**src/rtl/spi_pkg.sv**
```systemverilog
// spi_pkg: shared state encoding, MODE bit positions and parameter
// legality checks for the parametrised SPI master.
package spi_pkg;

    typedef enum logic [1:0] {
        ST_IDLE,
        ST_SETUP,
        ST_XFER,
        ST_HOLD
    } spi_state_t;

    localparam int MODE_CPOL = 1;
    localparam int MODE_CPHA = 0;

    function automatic bit width_ok(input int w);
        return (w >= 2) && (w <= 32);
    endfunction

    function automatic bit div_ok(input int d);
        return d >= 2;
    endfunction

    function automatic bit cs_ok(input int n);
        return (n >= 1) && (n <= 8);
    endfunction

    function automatic bit params_ok(input int w, input int d, input int n);
        return width_ok(w) && div_ok(d) && cs_ok(n);
    endfunction

    function automatic int cs_sel_w(input int n);
        return (n > 1) ? $clog2(n) : 1;
    endfunction

endpackage

```
**src/rtl/spi_tick_gen.sv**
```systemverilog
// spi_tick_gen: counts SYS_CLK cycles 0..CLK_DIV-1 and flags the
// last one as the SCK half-period tick.
module spi_tick_gen #(
    parameter int CLK_DIV = 4
) (
    input  logic SYS_CLK,
    input  logic RSTbar,
    input  logic clr,
    input  logic en,
    output logic tick
);

    localparam int CW = $clog2(CLK_DIV);
    localparam logic [CW-1:0] LAST = CW'(CLK_DIV - 1);

    logic [CW-1:0] cnt_q;

    always_ff @(posedge SYS_CLK) begin
        if (!RSTbar) begin
            cnt_q <= '0;
        end else if (clr) begin
            cnt_q <= '0;
        end else if (en) begin
            cnt_q <= (cnt_q == LAST) ? '0 : cnt_q + 1'b1;
        end
    end

    assign tick = en && (cnt_q == LAST);

endmodule

```
**src/rtl/spi_master_param.sv**
```systemverilog
// spi_master_param: parametrised SPI master with per-transfer CPOL/CPHA.
// SCK is a registered output advanced by divider ticks on SYS_CLK.
module spi_master_param
    import spi_pkg::*;
#(
    parameter int DATA_W    = 16,
    parameter int CLK_DIV   = 4,
    parameter int NUM_CS    = 1,
    parameter int LSB_FIRST = 0,
    localparam int CSW      = cs_sel_w(NUM_CS)
) (
    input  logic              SYS_CLK,
    input  logic              RSTbar,
    input  logic              START,
    input  logic [CSW-1:0]    CS_SEL,
    input  logic [1:0]        MODE,
    input  logic [DATA_W-1:0] DATA_MOSI,
    input  logic              MISO,
    output logic              SCK,
    output logic              MOSI,
    output logic [NUM_CS-1:0] CSbar,
    output logic              BUSY,
    output logic              FIN,
    output logic [DATA_W-1:0] DATA_MISO
);

    if (!params_ok(DATA_W, CLK_DIV, NUM_CS)) begin : g_bad_params
        $error("spi_master_param: illegal parameter set");
    end

    localparam int BCW = $clog2(DATA_W) + 1;
    localparam logic [BCW-1:0] BITS = BCW'(DATA_W);

    function automatic logic first_bit(input logic [DATA_W-1:0] w);
        return (LSB_FIRST != 0) ? w[0] : w[DATA_W-1];
    endfunction

    function automatic logic [DATA_W-1:0] tx_shift(
        input logic [DATA_W-1:0] w
    );
        return (LSB_FIRST != 0) ? {1'b0, w[DATA_W-1:1]}
                                : {w[DATA_W-2:0], 1'b0};
    endfunction

    function automatic logic [DATA_W-1:0] rx_shift(
        input logic [DATA_W-1:0] w,
        input logic              b
    );
        return (LSB_FIRST != 0) ? {b, w[DATA_W-1:1]}
                                : {w[DATA_W-2:0], b};
    endfunction

    // Out-of-range selects decode to no active line.
    function automatic logic [NUM_CS-1:0] cs_decode(
        input logic [CSW-1:0] sel
    );
        logic [NUM_CS-1:0] v;
        v = '1;
        for (int i = 0; i < NUM_CS; i++) begin
            if (int'(sel) == i) v[i] = 1'b0;
        end
        return v;
    endfunction

    spi_state_t        state_q, state_d;
    logic [1:0]        mode_q, mode_d;
    logic [CSW-1:0]    sel_q, sel_d;
    logic [DATA_W-1:0] tx_q, tx_d;
    logic [DATA_W-1:0] rx_q, rx_d;
    logic [BCW-1:0]    cnt_q, cnt_d;
    logic              sck_q, sck_d;
    logic              mosi_q, mosi_d;
    logic [NUM_CS-1:0] csb_q, csb_d;
    logic              busy_q, busy_d;
    logic              fin_q, fin_d;
    logic [DATA_W-1:0] dm_q, dm_d;
    logic              clr, tick, lead, cpha;

    spi_tick_gen #(
        .CLK_DIV (CLK_DIV)
    ) u_tick (
        .SYS_CLK (SYS_CLK),
        .RSTbar  (RSTbar),
        .clr     (clr),
        .en      (state_q != ST_IDLE),
        .tick    (tick)
    );

    assign cpha = mode_q[MODE_CPHA];

    always_comb begin
        state_d = state_q;
        mode_d  = mode_q;
        sel_d   = sel_q;
        tx_d    = tx_q;
        rx_d    = rx_q;
        cnt_d   = cnt_q;
        sck_d   = sck_q;
        mosi_d  = mosi_q;
        csb_d   = csb_q;
        busy_d  = busy_q;
        fin_d   = 1'b0;
        dm_d    = dm_q;
        clr     = 1'b0;
        lead    = (sck_q == mode_q[MODE_CPOL]);
        unique case (state_q)
            ST_IDLE: begin
                sck_d = mode_q[MODE_CPOL];
                if (START) begin
                    clr     = 1'b1;
                    mode_d  = MODE;
                    sel_d   = CS_SEL;
                    busy_d  = 1'b1;
                    cnt_d   = '0;
                    rx_d    = '0;
                    sck_d   = MODE[MODE_CPOL];
                    state_d = ST_SETUP;
                    if (!MODE[MODE_CPHA]) begin
                        mosi_d = first_bit(DATA_MOSI);
                        tx_d   = tx_shift(DATA_MOSI);
                    end else begin
                        tx_d   = DATA_MOSI;
                    end
                end
            end
            ST_SETUP: begin
                // CS follows SCK by one cycle so the idle level is settled.
                csb_d = cs_decode(sel_q);
                if (tick) state_d = ST_XFER;
            end
            ST_XFER: begin
                if (tick) begin
                    sck_d = ~sck_q;
                    if (lead) begin
                        if (!cpha) begin
                            rx_d  = rx_shift(rx_q, MISO);
                            cnt_d = cnt_q + 1'b1;
                        end else begin
                            mosi_d = first_bit(tx_q);
                            tx_d   = tx_shift(tx_q);
                        end
                    end else begin
                        if (cpha) begin
                            rx_d  = rx_shift(rx_q, MISO);
                            cnt_d = cnt_q + 1'b1;
                        end else begin
                            mosi_d = first_bit(tx_q);
                            tx_d   = tx_shift(tx_q);
                        end
                        if (cnt_d == BITS) state_d = ST_HOLD;
                    end
                end
            end
            ST_HOLD: begin
                sck_d = mode_q[MODE_CPOL];
                if (tick) begin
                    state_d = ST_IDLE;
                    csb_d   = '1;
                    mosi_d  = 1'b0;
                    busy_d  = 1'b0;
                    fin_d   = 1'b1;
                    dm_d    = rx_q;
                end
            end
        endcase
    end

    always_ff @(posedge SYS_CLK) begin
        if (!RSTbar) begin
            state_q <= ST_IDLE;
            mode_q  <= '0;
            sel_q   <= '0;
            tx_q    <= '0;
            rx_q    <= '0;
            cnt_q   <= '0;
            sck_q   <= 1'b0;
            mosi_q  <= 1'b0;
            csb_q   <= '1;
            busy_q  <= 1'b0;
            fin_q   <= 1'b0;
            dm_q    <= '0;
        end else begin
            state_q <= state_d;
            mode_q  <= mode_d;
            sel_q   <= sel_d;
            tx_q    <= tx_d;
            rx_q    <= rx_d;
            cnt_q   <= cnt_d;
            sck_q   <= sck_d;
            mosi_q  <= mosi_d;
            csb_q   <= csb_d;
            busy_q  <= busy_d;
            fin_q   <= fin_d;
            dm_q    <= dm_d;
        end
    end

    assign SCK       = sck_q;
    assign MOSI      = mosi_q;
    assign CSbar     = csb_q;
    assign BUSY      = busy_q;
    assign FIN       = fin_q;
    assign DATA_MISO = dm_q;

endmodule

```
**config.mk**
```make
export PLATFORM = sky130hd
export DESIGN_NAME = spi_master_param
export DESIGN_NICKNAME = d
export VERILOG_FILES = /design/src/rtl/spi_pkg.sv /design/src/rtl/spi_tick_gen.sv /design/src/rtl/spi_master_param.sv
export SDC_FILE = /design/constraint.sdc
export NUM_CORES = 1
export LEC_CHECK = 0
export ABC_AREA = 1
export BUFFER_PORTS_ARGS = -buffer_cell sky130_fd_sc_hd__buf_2
export CORE_ASPECT_RATIO = 1.2
export CORE_MARGIN = 2
export CORE_UTILIZATION = 61
export CTS_CLUSTER_DIAMETER = 30
export DETAILED_ROUTE_END_ITERATION = 7
export PLACE_DENSITY = 0.89
export SYNTH_ARGS = -nofsm -noshare
export SYNTH_HDL_FRONTEND = slang
export SYNTH_HIERARCHICAL = 1
export SYNTH_SLANG_ARGS = --single-unit
```
**constraint.sdc**
```tcl
create_clock -name SYS_CLK -period 3.1 [get_ports SYS_CLK]
set_clock_uncertainty 0.2 [all_clocks]
set_input_delay 0.155 -clock SYS_CLK [delete_from_list [all_inputs] [get_ports SYS_CLK]]
set_output_delay 0.155 -clock SYS_CLK [all_outputs]
set_load 0.01 [all_outputs]
```
; Yosys cells after proc, flatten, opt, wreduce, memory -nomap -nowiden
; Index checks and enable logic that the tools add are counted.
; Widths: inputs -> output; s select.
[totals]
regBits = 65
elab_cells = 102
[classes]
add_sub_neg = 2
n_eq_ne = 17
mux = 49
n_bitwise = 2
reduce_logical = 19
[op_table]
columns = op, count
row1 = $mux 16, 11
row2 = $pmux 16 s2, 2
row3 = $mux 5, 8
row4 = $mux 1, 15
row5 = $mux 2, 7
row6 = $ne 2x2->1 const B, 7
row7 = $ne 3x3->1 const B, 4
row8 = $pmux 5 s2, 1
row9 = $reduce_and 2->1, 5
row10 = $reduce_and 5->1, 2
row11 = $pmux 2 s4, 1
row12 = $reduce_bool 2->1, 4
row13 = $reduce_and 7->1, 1
row14 = $eq 2x2->1 const B, 3
row15 = $pmux 1 s3, 2
row16 = $reduce_and 6->1, 1
row17 = $add 5x1->5 const B, 1
row18 = $eq 5x5->1 const B, 1
row19 = $pmux 1 s2, 2
row20 = $reduce_and 4->1, 1
row21 = $reduce_and 3->1, 1
row22 = $reduce_bool 3->1, 1
row23 = $add 2x1->2 const B, 1
row24 = $eq 2x1->1 const B, 1
row25 = 5 further kinds, 6

; Logic depth before layout (Yosys ltp)
; Gate-level depths: netlist of the first run.
[logic_depth]
word_depth = 10
mapped_depth = 15

; Cells and area by module
; The synthesis of the first run kept the hierarchy.
[by_module_without_submodules]
columns = module, n_inst, cells_per_inst, area_each_um2, seq_area_each_um2
row1 = spi_master_param, 1, 419, 2961.6, 1261.2
row2 = spi_tick_gen, 1, 16, 108.9, 40.0

; Worst setup path before layout of the first run
; No wires, ideal clock.
[synth_timing]
kind = flip-flop to flip-flop
startpoint = reg state_q[0]
endpoint = reg rx_q[10]
arrival_ps = 1686
required_ps = 2768
path_slack_ps = 1082
stages_incl_launch_ff = 16
path_buffers = 1
cell_sequence = dfxtp_1 -> inv_1 -> ha_1 -> inv_1 -> nand2_1 -> inv_1 -> inv_1 -> nand2_1 -> nand3_1 -> inv_2 -> o21ai_4 -> inv_2 -> nand2_2 -> buf_4 -> nand2_1 -> a21oi_1
[synth_via]
elab_chain_len = 4
word_cells_on_any_way = 11
[synth_lines]
columns = item, line
row1 = "start, declared", spi_master_param.sv:65  ; spi_state_t state_q, state_d;
row2 = "start signal, assigned", spi_master_param.sv:183  ; state_q <= state_d;
row3 = $reduce_bool 2->1, spi_master_param.sv:85  ; .en (state_q != ST_IDLE),
row4 = $logic_and 1x1->1, spi_tick_gen.sv:28  ; assign tick = en && (cnt_q == LAST);
row5 = named net tick, spi_master_param.sv:77  ; logic clr, tick, lead, cpha;
row6 = $ne 2x2->1 (no line), -
row7 = $reduce_and 5->1 (no line), -
row8 = "end signal, assigned", spi_master_param.sv:187  ; rx_q <= rx_d;
row9 = "end, declared", spi_master_param.sv:69  ; logic [DATA_W-1:0] rx_q, rx_d;
; The timed path passes the listed nets, and every way through them passes these cells.
; A chain may end at the register's enable or synchronous reset.

; Final worst setup path of the first run
; Same ends and word-level chain as after synthesis.

==> results of run 1 <==
## worst min-delay path, cell delays in order
cell and delay (ps):
buf_2 100, nand2_1 50, o21ai_0 70, nand2_1 60
a31oi_1 70
## cells by family (layout without fill, tap and decap cells)
logic type,count (synthesis),in the layout,synth area share [%]
flip-flops,65,65,42.4
AO/OA/AOI/OAI,100,100,18.4
AND/OR/NAND/NOR,202,202,27.4
adder cells (fa/ha/maj),7,7,2.85
buffers and inverters,61,107,8.92
## cell type report
type | count | area (sq um) | share of cell area [%]
multi-input cells | 309 | 1500 | 42.3
flip-flops and latches | 65 | 1300 | 36.8
repair buffers | 55 | 323 | 9.14
clock buffers | 10 | 138 | 3.90
inverters | 36 | 136 | 3.86
well taps | 60 | 75.1 | 2.12
clock inverters | 6 | 65.1 | 1.84
## Yosys cell counts, drive strengths merged, types with 2 or more instances
master,count,area share (%)
nor3,2,0.33
dfxtp,65,42
clkbuf,14,1.8
a211oi,9,2.2
nor2,24,3.0
o21ai,33,5.9
a31oi,7,1.4
buf,11,2.7
clkinv,2,0.28
nand3,45,7.3
ha,7,2.9
inv,34,4.2
nand4,3,0.61
a22oi,2,0.49
nand2,125,16
a21oi,46,7.6
## per-stage QoR
step	setup WS (ps)	instance area, sq um
finish	656	3530
global route	432	3530
CTS	674	3530
detailed placement	727	3260
global placement	784	3260
floorplan	1080	3070
## layer usage
layer / global-route usage, % / vias up
met5: 0 / -
li1: - / 1525
met2: 44.4 / 75
met1: 29.8 / 1297
met4: 11.6 / 0
met3: 6.16 / 17
## power by group
| part | switching (mW) | internal [mW] |
|---|---|---|
| Sequential | 0.105 | 1.00 |
| Combinational | 0.786 | 0.368 |
| Clock | 0.329 | 0.396 |
| Total | 1.22 | 1.76 |
## flip-flops by register name, summed over array words and instances (netlist names), 2 cells and up
name          cells
DATA_MISO        16
state_q           2
cnt_q             5
rx_q             16
u_tick/cnt_q      2
tx_q             16
mode_q            2
## worst max-delay path by stage
stage	slack [ps]	cells past startpoint	to
5_1_grt	430	14	cnt_q[4]
3_5_place_dp	730	14	cnt_q[2]
6_report	660	14	rx_q[10]
3_3_place_gp	780	14	rx_q[4]
4_1_cts	670	14	rx_q[10]
2_1_floorplan	1080	15	rx_q[10]
## what timing repair did
action                                 4_1_cts  5_1_grt
resized for setup                            0        0
hold buffers                                 7        0
setup buffers                                0        0
endpoints found under the hold margin        6        0
==> run summary, run 1 <==
Post-synth EDFFs: 0
Commonest non-fill, non-tap cells in the layout: 122 x nand2_1, 65 x dfxtp_1, 45 x nand3_1, 45 x a21oi_1, 43 x buf_2
Post-layout util: 72.0%
DR top layer: met4
Clock buffer depth: 2
Main flop type after synthesis: dfxtp_1
Final nets: 506
Peak supply drop: 0.493 mV
Synth async-reset ratio: 0%
CTS tree: built
Seq cells post-synth: 65
Hold Startpoint: DATA_MOSI[10]
Drt pass-1 iters: 4
Status: finished clean
Maxcap violations: 0
Die height: 81.7 um
Port bufs: 43
Metal1 wirelength: 2.85 mm
Cell row count: 28
Post-detail-place hpwl: 4.26 mm
Final Hold Slack: 7.49 ps
Post-DRT Antenna Nets: 0
Maximum clock frequency: 409 MHz
Top Family by Delay on Critical Path: buffers and inverters
Most common cell after layout, fill and taps aside: nand2_1
Routed len/inst: 12.1 um
Final Power: 2.98 mW
Synthesized area per cell: 7.06 sq um
FF-to-FF path depth: 14
Count of cell types in the netlist: 33
Setup-failing EPs final: 0
H-tree Lvls: 3
CP max FO: 20
Residual DRC count: 0
RSZ-0062 raised after global routing: no
Final Max Tran Viols: 0
Hold Violations, Final: 0
Clock sink count: 65
Endpoint class of the critical path: register
Warnings from Yosys: 6
Total Neg Setup Slack: 0 ps
Routability cong.: 0.817
GR Util All Layers: 25.8%
Vias in the first global route: 2593
Most frequent CP cell: inv_1
Post-Place Cells: 518
Initial antenna violation count: 0
R2r setup slk: 660 ps
Clock latency on the worst-skew pair: 340 ps
Worst-Margin Slew: 618 ps
FF-to-FF Start: state_q[0]
Final cycle utilization of the critical path: 78.8%
Worst hold endpoint: tx_q[10]
Kind of start point of the critical path: register
CTS buffer count: 9
Synth-to-Final Area Change: 15.1%
Layout cells sized above 1: 15.8%
Minimum clock period after layout: 2440 ps
Mapped Cells: 435
Core Box Area: 4900 sq um
Number of top-level pins: 44
First-pass GRT wire length: 11.0 mm
CP arrival: 2520 ps
DRT Wirelength: 6.54 mm
Via density: 5.39
# fillers: 406
Reg clk slew, reported paths: 80 ps
PD cells: 844 nW/um^2
Ant diodes: 0
Leak pwr: 1.60 nW
Full die area: 5620 sq um
Register area share after synthesis: 42.4%
Met2 wire length: 3.19 mm
CP max stage delay: 390 ps
DR WL met3: 324 um
DIE WIDTH: 68.8 um
Layout Cells excl Fill: 541
Clk root buf: clkbuf_8
Mapped Nets: 465
DRT iter0 DRCs: 293
WHS Path Cells: 5
Reg2reg end: rx_q[10]
Worst path bufs/invs: 6
Starting Density: 62.6%
Rel. slew slack: 58.7%
Critical-path top delay cell: dfxtp_1
Synth Cell Area: 3070 sq um
GRT overflow: 0
Cells along the critical path: inv_1 > ha_1 > inv_1 > nand2_1 > inv_1 > inv_1 > nand2_1 > nand3_1 > inv_2 > o21ai_4 > nor2_1 > buf_4 > nand3_1 > a21oi_1
Worst Path Required: 3180 ps
Via count: 2914
Type of the worst setup path: reg -> reg
Crit path launch: state_q[0]
Pin count of the biggest net entering global routing: 41
Hold Crit Class: in -> reg
Power figures use the tool's default switching activity.
==> run 2, diff against run 1 <==
--- a/config.mk
+++ b/config.mk
@@ -9,10 +9,10 @@
 export BUFFER_PORTS_ARGS = -buffer_cell sky130_fd_sc_hd__buf_2
 export CORE_ASPECT_RATIO = 1.2
 export CORE_MARGIN = 2
-export CORE_UTILIZATION = 61
+export CORE_UTILIZATION = 57
 export CTS_CLUSTER_DIAMETER = 30
 export DETAILED_ROUTE_END_ITERATION = 7
-export PLACE_DENSITY = 0.89
+export PLACE_DENSITY = 0.84
 export SYNTH_ARGS = -nofsm -noshare
 export SYNTH_HDL_FRONTEND = slang
 export SYNTH_HIERARCHICAL = 1
==> constraint.sdc (replaced) <==
create_clock -name SYS_CLK -period 2.3 [get_ports SYS_CLK]
set_clock_uncertainty 0.2 [all_clocks]
set_input_delay 0.115 -clock SYS_CLK [delete_from_list [all_inputs] [get_ports SYS_CLK]]
set_output_delay 0.115 -clock SYS_CLK [all_outputs]
set_load 0.01 [all_outputs]
==> run summary, run 2 (synthesis gave the netlist of run 1 again) <==
Critical-path top delay cell: dfxtp_2
Final cycle utilization of the critical path: 93.5% (+15 points)
Via density: 5.47 (+1.6%)
FF-to-FF Start: state_q[0]
CTS buffer count: 9 (unchanged)
Post-Place Cells: 525 (+1.4%)
Pin count of the biggest net entering global routing: 41 (unchanged)
Port bufs: 43 (unchanged)
M1 GR Usage: 29.0% (-0.78 points)
Clock latency on the worst-skew pair: 350 ps (about the same)
Post-layout util: 71.4% (-0.67 points)
Cell row count: 29 (+3.6%)
Clock buffer depth: 2 (unchanged)
Reg2reg end: rx_q[8]
Drt pass-1 iters: 4 (unchanged)
Minimum clock period after layout: 2150 ps (-292 ps)
DIE WIDTH: 71 um (+3.3%)
Number of top-level pins: 44 (unchanged)
Initial antenna violation count: 0 (unchanged)
Worst Path Required: 2380 ps (-800 ps)
Clock sink count: 65 (unchanged)
Worst-Margin Slew: 531 ps (-87.2 ps)
Peak supply drop: 0.740 mV (+50%)
Synth-to-Final Area Change: 22.3%
Final Power: 4.17 mW (+40%)
Design area: 3750 sq um (+6.3%)
Final nets: 527 (+4.2%)
CTS tree: built
Kind of start point of the critical path: register
Maximum clock frequency: 465 MHz (+14%)
Total Neg Setup Slack: 0 ps (unchanged)
DRT Wirelength: 7.26 mm (+11%)
Maxcap violations: 0 (unchanged)
DRT iter0 DRCs: 219 (-25%)
Grt peak-use layer: met2
Vias in the first global route: 2986 (+15%)
Cell Area, Placed: 3300 sq um (+1.2%)
Clk root buf: clkbuf_8
Cells along the critical path: inv_1 > ha_2 > inv_1 > nand2_1 > inv_1 > inv_1 > nand2_1 > nand3_1 > inv_2 > o21ai_4 > nor2_2 > buf_4 > nand3_1 > a21oi_1
CP max stage delay: 360 ps (-30 ps)
Residual DRC count: 0 (unchanged)
Core Box Area: 5260 sq um (+7.3%)
H-tree Lvls: 3 (unchanged)
GR Util All Layers: 25.8% (+0.057 points)
Worst hold endpoint: tx_q[3]
Endpoint class of the critical path: register
Full die area: 5990 sq um (+6.6%)
Starting Density: 58.4% (-4.2 points)
R2r setup slk: 150 ps (-510 ps)
CP max FO: 10 (-50%)
Final Max Tran Viols: 0 (unchanged)
Most frequent CP cell: inv_1
Layout Cells excl Fill: 564 (+4.3%)
Commonest non-fill, non-tap cells in the layout: 122 x nand2_1, 63 x dfxtp_1, 45 x nand3_1
# fillers: 417 (+2.7%)
Hold Startpoint: DATA_MOSI[2]
Post-DRT Antenna Nets: 0 (unchanged)
Reg clk slew, reported paths: 70 ps (about the same)
First-pass GRT wire length: 12.5 mm (+13%)
Status: finished clean
Via count: 3087 (+5.9%)
Routability cong.: 0.837 (+2.5%)
PD cells: 1110 nW/um^2 (+32%)
Type of the worst setup path: reg -> reg
WHS Path Cells: 5 (unchanged)
Routed len/inst: 12.9 um (+6.5%)
Die height: 84.4 um (+3.3%)
Hold Crit Class: in -> reg
CP arrival: 2240 ps (-280 ps)
FF-to-FF path depth: 14 (unchanged)
Post-detail-place hpwl: 4.67 mm (+9.6%)
Layout cells sized above 1: 17.9% (+2.1 points)
Most common cell after layout, fill and taps aside: nand2_1
Rel. slew slack: 64.6% (+5.9 points)
Hold Violations, Final: 0 (unchanged)
GR Util met3: 6.72% (+0.56 points)
Post-CTS setup buffers: 0 (unchanged)
Met2 Resource Use GR: 45.0% (+0.61 points)
GRT overflow: 0 (unchanged)
Leak pwr: 1.69 nW (+5.8%)
Ant diodes: 0 (unchanged)
RSZ-0062 raised after global routing: no
Setup-failing EPs final: 0 (unchanged)
[run 2: cell count changes in the layout (fill, tap and decap cells not counted), moves of 2 or more]
cell / change
dfxtp_2: +2
dfxtp_1: -2
nor2_1: -2
a21oi_2: +2
nor2_2: +2
a21oi_1: -2
dlygate4sd3_1: +15
buf_4: +5
[run 2: worst max path at each step]
stage	startpoint	endpoint	slack, ps	cells past startpoint
CTS	state_q[0]	rx_q[5]	20	14
global placement	state_q[0]	rx_q[4]	210	14
floorplan	state_q[0]	rx_q[10]	280	15
global route	state_q[1]	cnt_q[4]	40	14
finish	state_q[0]	rx_q[8]	150	14
detailed placement	state_q[0]	rx_q[5]	40	14
[run 2: power breakdown]
group          internal [mW]  switching (mW)  leakage, nW
Combinational          0.594            1.12         1.06
Clock                  0.499           0.458       0.0994
Sequential              1.35           0.145        0.530
[run 2: what timing repair did]
action,in CTS,in global routing
endpoints found under the setup margin,0,40
gates resized for setup,0,13
hold buffers,23,0
endpoints found under the hold margin,20,0
[run 2: per-stage QoR]
step,setup slack [ps],hold WS [ps]
5_1_grt,35.9,33.0
6_report,149,19.2
2_1_floorplan,282,51.1
3_3_place_gp,212,178
4_1_cts,21.3,4.30
3_5_place_dp,43.6,188
[run 2: area by class of cell]
cell class              instances  area [sq um]  area share [%]
well taps                      62          77.6            2.07
flip-flops and latches         65          1300            34.7
repair buffers                 76           522            13.9
multi-input cells             309          1520            40.5
clock inverters                 7          70.1            1.87
inverters                      36           138            3.67
clock buffers                   9           124            3.30
[run 2: metal layers]
| metal | vias to the layer above | part of all wire (%) |
|---|---|---|
| met5 | - | 0 |
| met4 | 0 | 2.5 |
| met3 | 21 | 5.0 |
| met2 | 87 | 51 |
| met1 | 1413 | 41 |
| li1 | 1566 | - |
[run 2: worst max-delay path, delay by kind of cell, from the launching register on]
kind | cells | cell delay [ps]
flip-flops | 1 | 360
AND/OR/NAND/NOR | 5 | 470
AO/OA/AOI/OAI | 2 | 230
adder cells (fa/ha/maj) | 1 | 210
buffers and inverters | 6 | 610
